`src/rtl/alu8_cmd_sequencer.sv`:
```
// Command FIFO plus IDLE/EXEC/DONE sequencer that drives an external 8-bit ALU and holds its result.
// Optional macro ALU8_SEQ_FLAGS_EN adds res_zero/res_parity outputs captured with res_data.
module alu8_cmd_sequencer #(
  parameter int unsigned FIFO_DEPTH = 4
) (
  input  logic       clk,
  input  logic       rst,
  input  logic       cmd_valid,
  output logic       cmd_ready,
  input  logic [7:0] cmd_a,
  input  logic [7:0] cmd_b,
  input  logic [2:0] cmd_sel,
  output logic [7:0] alu_a,
  output logic [7:0] alu_b,
  output logic [2:0] alu_sel,
  input  logic [7:0] alu_out,
  output logic       res_valid,
  input  logic       res_ready,
  output logic [7:0] res_data,
  output logic [2:0] res_sel
`ifdef ALU8_SEQ_FLAGS_EN
  ,
  output logic       res_zero,
  output logic       res_parity
`endif
);

  // FIFO_DEPTH is a power of two, so the pointers wrap by plain overflow.
  localparam int unsigned AW = (FIFO_DEPTH > 1) ? $clog2(FIFO_DEPTH) : 1;
  localparam int unsigned CW = AW + 1;
  localparam logic [CW-1:0] DEPTH_C = CW'(FIFO_DEPTH);

  localparam logic [1:0] S_IDLE = 2'd0;
  localparam logic [1:0] S_EXEC = 2'd1;
  localparam logic [1:0] S_DONE = 2'd2;

  logic [18:0]   r_mem [FIFO_DEPTH];
  logic [AW-1:0] r_wrPtr;
  logic [AW-1:0] r_rdPtr;
  logic [CW-1:0] r_count;
  logic [1:0]    r_state;
  logic [7:0]    r_aluA;
  logic [7:0]    r_aluB;
  logic [2:0]    r_aluSel;
  logic          r_resValid;
  logic [7:0]    r_resData;
  logic [2:0]    r_resSel;

  logic          w_empty;
  logic          w_push;
  logic          w_pop;
  logic [18:0]   w_head;

  assign w_empty   = (r_count == '0);
  assign cmd_ready = (r_count != DEPTH_C);
  assign w_push    = cmd_valid && cmd_ready;
  assign w_pop     = !w_empty &&
                     ((r_state == S_IDLE) || ((r_state == S_DONE) && res_ready));
  assign w_head    = r_mem[r_rdPtr];

  assign alu_a     = r_aluA;
  assign alu_b     = r_aluB;
  assign alu_sel   = r_aluSel;
  assign res_valid = r_resValid;
  assign res_data  = r_resData;
  assign res_sel   = r_resSel;

  // Storage needs no reset: the pointers and count alone define what is valid.
  always_ff @(posedge clk) begin
    if (w_push) begin
      r_mem[r_wrPtr] <= {cmd_sel, cmd_a, cmd_b};
    end
  end

  always_ff @(posedge clk) begin
    if (rst) begin
      r_wrPtr <= '0;
      r_rdPtr <= '0;
      r_count <= '0;
    end else begin
      if (w_push) begin
        r_wrPtr <= r_wrPtr + AW'(1);
      end
      if (w_pop) begin
        r_rdPtr <= r_rdPtr + AW'(1);
      end
      case ({w_push, w_pop})
        2'b10:   r_count <= r_count + CW'(1);
        2'b01:   r_count <= r_count - CW'(1);
        default: r_count <= r_count;
      endcase
    end
  end

  always_ff @(posedge clk) begin
    if (rst) begin
      r_state    <= S_IDLE;
      r_aluA     <= '0;
      r_aluB     <= '0;
      r_aluSel   <= '0;
      r_resValid <= 1'b0;
      r_resData  <= '0;
      r_resSel   <= '0;
    end else begin
      case (r_state)
        S_IDLE: begin
          if (w_pop) begin
            {r_aluSel, r_aluA, r_aluB} <= w_head;
            r_state                    <= S_EXEC;
          end
        end
        S_EXEC: begin
          r_resData  <= alu_out;
          r_resSel   <= r_aluSel;
          r_resValid <= 1'b1;
          r_state    <= S_DONE;
        end
        S_DONE: begin
          if (res_ready) begin
            r_resValid <= 1'b0;
            if (w_pop) begin
              {r_aluSel, r_aluA, r_aluB} <= w_head;
              r_state                    <= S_EXEC;
            end else begin
              r_state <= S_IDLE;
            end
          end
        end
        default: begin
          r_state <= S_IDLE;
        end
      endcase
    end
  end

`ifdef ALU8_SEQ_FLAGS_EN
  logic r_resZero;
  logic r_resParity;

  assign res_zero   = r_resZero;
  assign res_parity = r_resParity;

  always_ff @(posedge clk) begin
    if (rst) begin
      r_resZero   <= 1'b0;
      r_resParity <= 1'b0;
    end else if (r_state == S_EXEC) begin
      r_resZero   <= (alu_out == 8'h00);
      r_resParity <= ^alu_out;
    end
  end
`endif

endmodule

```
`config.mk`:
```
export PLATFORM = sky130hd
export DESIGN_NAME = alu8_cmd_sequencer
export DESIGN_NICKNAME = d
export VERILOG_FILES = /design/src/rtl/alu8_cmd_sequencer.sv
export SDC_FILE = /design/constraint.sdc
export NUM_CORES = 1
export LEC_CHECK = 0
export CAP_MARGIN = 5
export CORE_ASPECT_RATIO = 0.8
export CORE_MARGIN = 2
export CORE_UTILIZATION = 45
export DETAILED_ROUTE_END_ITERATION = 10
export GPL_ROUTABILITY_DRIVEN = 0
export HOLD_SLACK_MARGIN = 0.03
export PLACE_DENSITY = 0.68
export RECOVER_POWER = 25
export SYNTH_ARGS = -nofsm -noshare
export SYNTH_HDL_FRONTEND = slang
export SYNTH_SLANG_ARGS = --single-unit
```
`constraint.sdc`:
```
create_clock -name clk -period 2.58 [get_ports clk]
set_clock_uncertainty 0.05 [all_clocks]
set_input_delay 0.516 -clock clk [delete_from_list [all_inputs] [get_ports clk]]
set_output_delay 0.516 -clock clk [all_outputs]
set_load 0.02 [all_outputs]
```
# Word level (Yosys, flattened, before mapping)
# Memories as Yosys holds them, arrays and structs flattened. A register that Yosys moved wholly into a read port is not among the register bits.
# Cells that the tools add are included.
# totals
register_bits	40
mem_bits_rw	76
in_bits	31
out_inout_bits	32
elab_cells	55
mem_count	1
# op_classes
n_addsub	4
eq_ne	7
mux	20
n_reduce_logical	13
# memory_table
memory	depth	width	read_ports	rd_ports_with_merged_regs	wr	line_no	text
r_mem	4	19	1	1	1	37	logic [18:0] r_mem [FIFO_DEPTH];
# op_table
cell	n
$mux W8	4
$pmux W8 S2	2
$pmux W3 S2	2
$mux W2	4
$mux W3	2
$pmux W2 S3	1
$reduce_and A2 Y1	3
$reduce_bool A2 Y1	3
$add A2 B1 Y2 const B	2
$eq A2 B1 Y1 const B	2
$eq A2 B2 Y1 const B	2
$mux W1	4
$ne A2 B2 Y1 const B	2
$add A3 B1 Y3 const B	1
$logic_and A1 B1 Y1	3
$logic_not A3 Y1	1
$ne A3 B3 Y1 const B	1
$sub A3 B1 Y3 const B	1
$logic_not A2 Y1	1
$pmux W1 S2	1
$logic_not A1 Y1	1
$logic_or A1 B1 Y1	1

# Longest topological paths before layout
# Gate-level depths: netlist of run 1.
# logic_depth
word_depth	7
mapped_depth	9
ltp_nobuf	8

# Least setup slack after synthesis of run 1
# Ideal clock, no wire load.
# synth_path
path_kind	input-to-reg
startpoint	in res_ready
endpoint	reg r_count[2]
setup_ps	70
arrival_ps	2119
t_required_ps	2460
path_slack_ps	341
cell_stages	9
n_path_buf	1
path_cell_list	nor2b_1 -> nor3_1 -> buf_2 -> ha_1 -> inv_1 -> fa_1 -> xor2_1 -> or3_1 -> a21oi_1
# synth_between
elab_chain_len	5
elab_cells_between_ends	7
cone_classes	eq/ne: 2; mux: 1; reduce/logical: 4
# synth_rtl
item	line_no	text
start: declaration	18	input logic res_ready,
$logic_and A1 B1 Y1 *	58	((r_state == S_IDLE) || ((r_state == S_DONE) && res_ready));
$logic_or A1 B1 Y1 *	58	
$logic_and A1 B1 Y1 *	57	assign w_pop = !w_empty &&
named net w_pop	51	logic w_pop;
$eq A2 B1 Y1 or $eq A2 B2 Y1 (tied branches)	87	case ({w_push, w_pop})
$pmux W3 S2 or $reduce_bool A2 Y1 (tied branches)	n/a	
end signal: assignment	88	2'b10: r_count <= r_count + CW'(1);
end signal: assignment	89	2'b01: r_count <= r_count - CW'(1);
end signal: assignment	90	default: r_count <= r_count;
end: declaration	40	logic [CW-1:0] r_count;
# The timed path passes the listed nets; every way through them passes the cells marked *.
# A chain may end at the register's enable or synchronous reset.

# Worst setup path after layout of run 1
# layout_path
startpoint	reg r_count[2]
endpoint	out cmd_ready
# layout_between
elab_chain_len	1
# layout_rtl
item	line_no	text
$ne A3 B3 Y1	55	assign cmd_ready = (r_count != DEPTH_C);
end: declaration	9	output logic cmd_ready,
# No other way between the ends.

==> results.json, run 1 <==
{
  "hold_buffers": 0,
  "root_buffer": "clkbuf_16",
  "dp_hpwl_microns": 4760,
  "pwr_density_cell_nw_per_um2": 1130,
  "critPathMaxStageDelay_ps": 530,
  "worstPathArrival_ps": 1860,
  "yosysWarnings": 0,
  "dr.pass1.iters": 4,
  "worstPathMaxFanout": 9,
  "slew_headroom_pct": 50.8,
  "power_switching_w": 0.00192,
  "sw_frac_of_total_pct": 29.1,
  "startpoint": "r_count[2]",
  "start_util_pct": 46.2,
  "fp.dieH_microns": 93.0,
  "syn_avg_cell_area_sq_um": 16.1,
  "r2r-start": "r_count[2]",
  "timing.rr.end": "r_count[2]",
  "leakagePower_nw": 1.99,
  "grt_max_degree": 33,
  "overflow": 0,
  "worst_setup_path_start_kind": "flop",
  "dp.cells": 471,
  "rows": 32,
  "viasPerCell": 4.99,
  "critical_path_class": "reg -> out",
  "clk_path_buf_depth": 2,
  "cp-endpoint": "cmd_ready",
  "max_freq_mhz": 412,
  "p_comb_share_pct": 25.9,
  "async_flop_share_pct": 0,
  "yosysUniqueCellTypes": 33,
  "rr_worst_depth": 8,
  "layout.cells.non_filler": 503,
  "nets": 391,
  "routed_wl_microns": 8130,
  "wl_per_cell_microns": 16.2,
  "clk_pin_slew_ps": 50,
  "drive_gt1_share_pct": 16.1,
  "synth-seq-area-share_pct": 70.1,
  "final_cell_mix": "76 x edfxtp_1, 47 x clkdlybuf4s50_1, 42 x dfxtp_1",
  "cts_resized": 0,
  "core_area_sq_um": 9650,
  "io_pins": 63,
  "design_area_sq_um": 5870,
  "syn_inst": 277,
  "synth_edf_count": 76,
  "intPower_w": 0.00468,
  "syn-cell-area_sq_um": 4460,
  "hold_path.class": "reg -> reg",
  "status": "completed",
  "worstPathCellList": "or3b_1, buf_4, clkdlybuf4s50_1",
  "peakVddDrop_uv": 543,
  "htree_levels": 4,
  "drt_iter0_markers": 137,
  "post_dp_cell_area_sq_um": 5260,
  "pwr-share-seq_pct": 38.3,
  "finalCriticalPeriod_ps": 2430,
  "p_clk_share_pct": 35.8,
  "track_usage_pct": 16.7,
  "clock_sinks": 118,
  "synth_fp_nets": 314,
  "clk-insertion-delay-late_ps": 400,
  "die_w_microns": 115,
  "slowest_stage": "clkdlybuf4s50_1",
  "synth_top_cells_by_area": "edfxtp_1 51%, dfxtp_1 19%, mux4_1 5.3%",
  "fin_crit_sh_pct": 94.1,
  "finalHoldViolations": 0,
  "rsz0062_at_grt": "false",
  "cts_setup_buffers": 0,
  "critPathCaptureType": "output pin",
  "detail-route-antenna-nets": 0,
  "drcViolationCount": 0,
  "n_antenna_cell": 0,
  "cp_data_required_time_ps": 2010,
  "synth_area_leader_cell": "edfxtp_1",
  "final_core_util_pct": 60.8,
  "port_buffers": 62,
  "yosys_most_used_dff": "edfxtp_1",
  "grt_pass1_vias": 2636,
  "synth_top_area_share_pct": 51.2,
  "tightestPinTransition_ps": 736,
  "cts_made_buffers": 17,
  "synth_seq_cells": 118,
  "grt_pass1_wl_microns": 13200,
  "reg2reg_slack_ps": 360,
  "cts_tree": "yes",
  "vias": 2511,
  "drv_cap": 0,
  "tns_ps": 0,
  "antenna_found_initial": 0,
  "slew_viol_final": 0,
  "dieArea_sq_um": 10700,
  "setup_viol": 0,
  "syn2layout_area_growth_pct": 31.6,
  "layout_commonest_cell": "edfxtp_1"
}
## kinds of logic (layout without fill, tap and decap cells)
logic type / count (synthesis) / after routing / share of synthesized area (%)
flip-flops: 118 / 118 / 70.1
AND/OR/NAND/NOR: 67 / 67 / 7.94
AO/OA/AOI/OAI: 42 / 42 / 6.57
buffers and inverters: 22 / 112 / 2.58
multiplexers: 20 / 20 / 10.6
adder cells (fa/ha/maj): 6 / 6 / 1.85
XOR/XNOR: 2 / 2 / 0.393
## cells in the mapped netlist, types with 2 or more instances
master      n
nor2b_1     4
mux4_1      9
nand2_1    24
o2bb2ai_1  19
dfxtp_1    42
clkbuf_1    7
ha_1        5
xor2_1      2
a21o_1      2
nor2_1      4
nor3_1      2
a21oi_1    18
edfxtp_1   76
nand2b_1   21
inv_1       5
nand3_1     2
buf_2       7
mux4_2     10
and3_1      4
## critical path: cells and delay by family (launching register included)
family	cells	cell delay [ps]
buf+inv	2	700
simple gates	1	380
flops	1	370
## metrics by stage
step / hold slack (ps) / total power (W) / worst slack (ps)
global placement: 393 / 0.00426 / 69.5
finish: 403 / 0.00660 / 153
global route: 422 / 0.00691 / 83.0
CTS: 406 / 0.00667 / 128
detailed placement: 399 / 0.00430 / -19.3
floorplan: 421 / 0.00361 / 341
## flip-flops by register name, summed over array words and instances, names as in the netlist, named ones only
register   flops
r_wrPtr        2
res_valid      1
r_count        3
res_data       8
alu_b          8
alu_a          8
r_state        2
r_rdPtr        2
res_sel        3
r_mem         76
alu_sel        3
## routing by layer
layer  vias to the layer above  GRT usage (%)  share of wire (%)
met5                         -              0                  0
met4                         0           6.83                1.5
met3                        10           5.12                4.7
met2                        67           26.7                 48
met1                      1222           21.2                 46
li1                       1212              -                  -
## final cells by class
class,count,area (sq um)
Clock inverter,14,176
Clock buffer,18,429
Fill cell,742,3780
Timing Repair Buffer,75,718
Sequential cell,118,3120
Tap cell,136,170
Inverter,5,18.8
Multi-Input combinational cell,137,1230
## worst min path at each step
| stage | endpoint | cells after the start | startpoint | slack [ps] |
|---|---|---|---|---|
| 3_3_place_gp | res_data[2] | 2 | res_data[2] | 390 |
| 6_report | res_data[0] | 2 | res_data[0] | 400 |
| 2_1_floorplan | flop | 2 | r_rdPtr[0] | 420 |
| 5_1_grt | res_data[1] | 2 | res_data[1] | 420 |
| 3_5_place_dp | res_data[0] | 2 | res_data[0] | 400 |
| 4_1_cts | res_data[3] | 2 | res_data[3] | 410 |
## power by group through the flow
stage                     clock network [W]  registers, W  logic, W
after floorplan                           0       0.00273  0.000878
after CTS                           0.00239       0.00254   0.00174
after detailed placement                  0       0.00257   0.00173
after global placement                    0       0.00256   0.00170
final                               0.00236       0.00253   0.00171
after global routing                0.00249       0.00257   0.00185
(Power assumes the default switching activity.)
==> inputs of run 2 (changes only) <==
- ABC_CLOCK_PERIOD_IN_PS: default -> 2580
==> results of run 2 <==
No change in the layout: final DEF, timing and power equal those of run 1.
==> inputs of run 3 (changes only) <==
- CORE_UTILIZATION: 45 -> 36
- PLACE_DENSITY: 0.68 -> default
==> run 3 against run 2 <==
- sequential cell count did not move
- routed wire length rose by 4.5%
- fmax fell by 2.2%
- utilization fell by 13 points
==> results.json, run 3 (synthesis results as in run 1) <==
{
  "status": "completed",
  "fill_cells": 1072,
  "hold_buffers": 0,
  "cp_top_family": "buffers and inverters",
  "rows": 36,
  "slowest_stage": "clkdlybuf4s50_1",
  "nets": 391,
  "drive_gt1_share_pct": 15.8,
  "overflow": 0,
  "core_area_sq_um": 12100,
  "post_dp_cell_area_sq_um": 5280,
  "largest_reg_flops": 76,
  "dieArea_sq_um": 13300,
  "clk_path_buf_depth": 2,
  "cts_resized": 0,
  "peakVddDrop_uv": 554,
  "dr.pass1.iters": 4,
  "setup_slack_ps": 98.3,
  "antenna_found_initial": 1,
  "worstPathArrival_ps": 1920,
  "track_usage_pct": 13.7,
  "leakagePower_nw": 1.99,
  "top_register": "r_mem",
  "critPathCaptureType": "output pin",
  "worstPathMaxFanout": 10,
  "setup_viol": 0,
  "layout_commonest_cell": "edfxtp_1",
  "cts_tree": "yes",
  "finalHoldViolations": 0,
  "rsz0062_at_grt": "false",
  "start_util_pct": 36.8,
  "grt_max_degree": 23,
  "critPathMaxStageDelay_ps": 600,
  "grt_pass1_vias": 2584,
  "dp.cells": 487,
  "grt_pass1_wl_microns": 13400,
  "clk-insertion-delay-late_ps": 400,
  "design_area_sq_um": 5850,
  "power_w": 0.00646,
  "reg2reg_slack_ps": 180,
  "wl_per_cell_microns": 16.4,
  "max_freq_mhz": 403,
  "cts_made_buffers": 17,
  "fp.dieH_microns": 104,
  "cp.buffers_inverters": 1,
  "drt_iter0_markers": 102,
  "clk_pin_slew_ps": 50,
  "worst_setup_path_start_kind": "flop",
  "cts_setup_buffers": 0,
  "cp_data_required_time_ps": 2010,
  "pwr_density_cell_nw_per_um2": 1110,
  "htree_levels": 4,
  "dp_hpwl_microns": 5110,
  "whs_ps": 405,
  "dpl_worst_slack_ps": -23.3,
  "hold_path.class": "reg -> reg",
  "critical_path_class": "reg -> out",
  "port_buffers": 62,
  "routed_wl_microns": 8500,
  "finalCriticalPeriod_ps": 2480,
  "slew_headroom_pct": 47.8,
  "drv_cap": 0,
  "drcViolationCount": 0,
  "tightestPinTransition_ps": 782,
  "vias": 2562,
  "fin_crit_sh_pct": 96.2,
  "io_pins": 63,
  "clock_sinks": 118,
  "layout.cells.non_filler": 519,
  "worstPathCellList": "or3b_1, clkdlybuf4s50_1",
  "final_cell_mix": "76 x edfxtp_1, 47 x clkdlybuf4s50_1, 42 x dfxtp_1",
  "syn2layout_area_growth_pct": 31.1,
  "die_w_microns": 128,
  "root_buffer": "clkbuf_16",
  "detail-route-antenna-nets": 0,
  "n_antenna_cell": 0,
  "slew_viol_final": 0,
  "viasPerCell": 4.94
}
## run 3: cell count changes in the layout (fill, tap and decap cells not counted)
cell and delta:
clkinv_4 -2, clkinvlp_4 -3, bufinv_16 -1, clkbuf_1 +1
clkinv_2 +5
## run 3: final timing paths
kind | cells after the start | from | end
max | 2 | r_count[2] | cmd_ready
min reg2reg | 2 | res_data[3] | res_data[3]
max reg2reg | 8 | r_count[2] | r_count[2]
min | 2 | res_data[3] | res_data[3]
## run 3: tightest hold or removal path: cells and delay by family, from the launching register on
family / cells / cell delay [ps]
flops: 1 / 310
compound gates: 1 / 50
simple gates: 1 / 50
## run 3: through the flow
stage | setup TNS (ps) | util [%]
after detailed placement | -23.3 | 43.6
after floorplan | 0 | -
after global placement | 0 | 43.6
final | 0 | 48.2
after global routing | 0 | 48.2
after CTS | 0 | 48.2
## run 3: area by class of cell
class	instances	area, sq um	area share (%)
clock inverter	13	131	2.25
timing repair buffer	75	718	12.3
multi-input combinational	137	1230	21.1
clock buffer	19	433	7.41
tap	152	190	3.25
inverter	5	18.8	0.321
sequential	118	3120	53.4
## run 3: power breakdown
part	leakage, nW	internal (W)	switching (W)	total [W]
clock	0.277	0.00141	0.000810	0.00222
combinational	0.670	0.000798	0.000915	0.00171
sequential	1.04	0.00235	0.000174	0.00253
## run 3: per-layer routing
layer	GRT usage (%)	wire [microns]	vias up
li1	-	-	1208
met1	17.3	3840	1277
met2	20.7	4110	60
met3	5.48	399	15
met4	6.28	144	2
met5	0	11	-
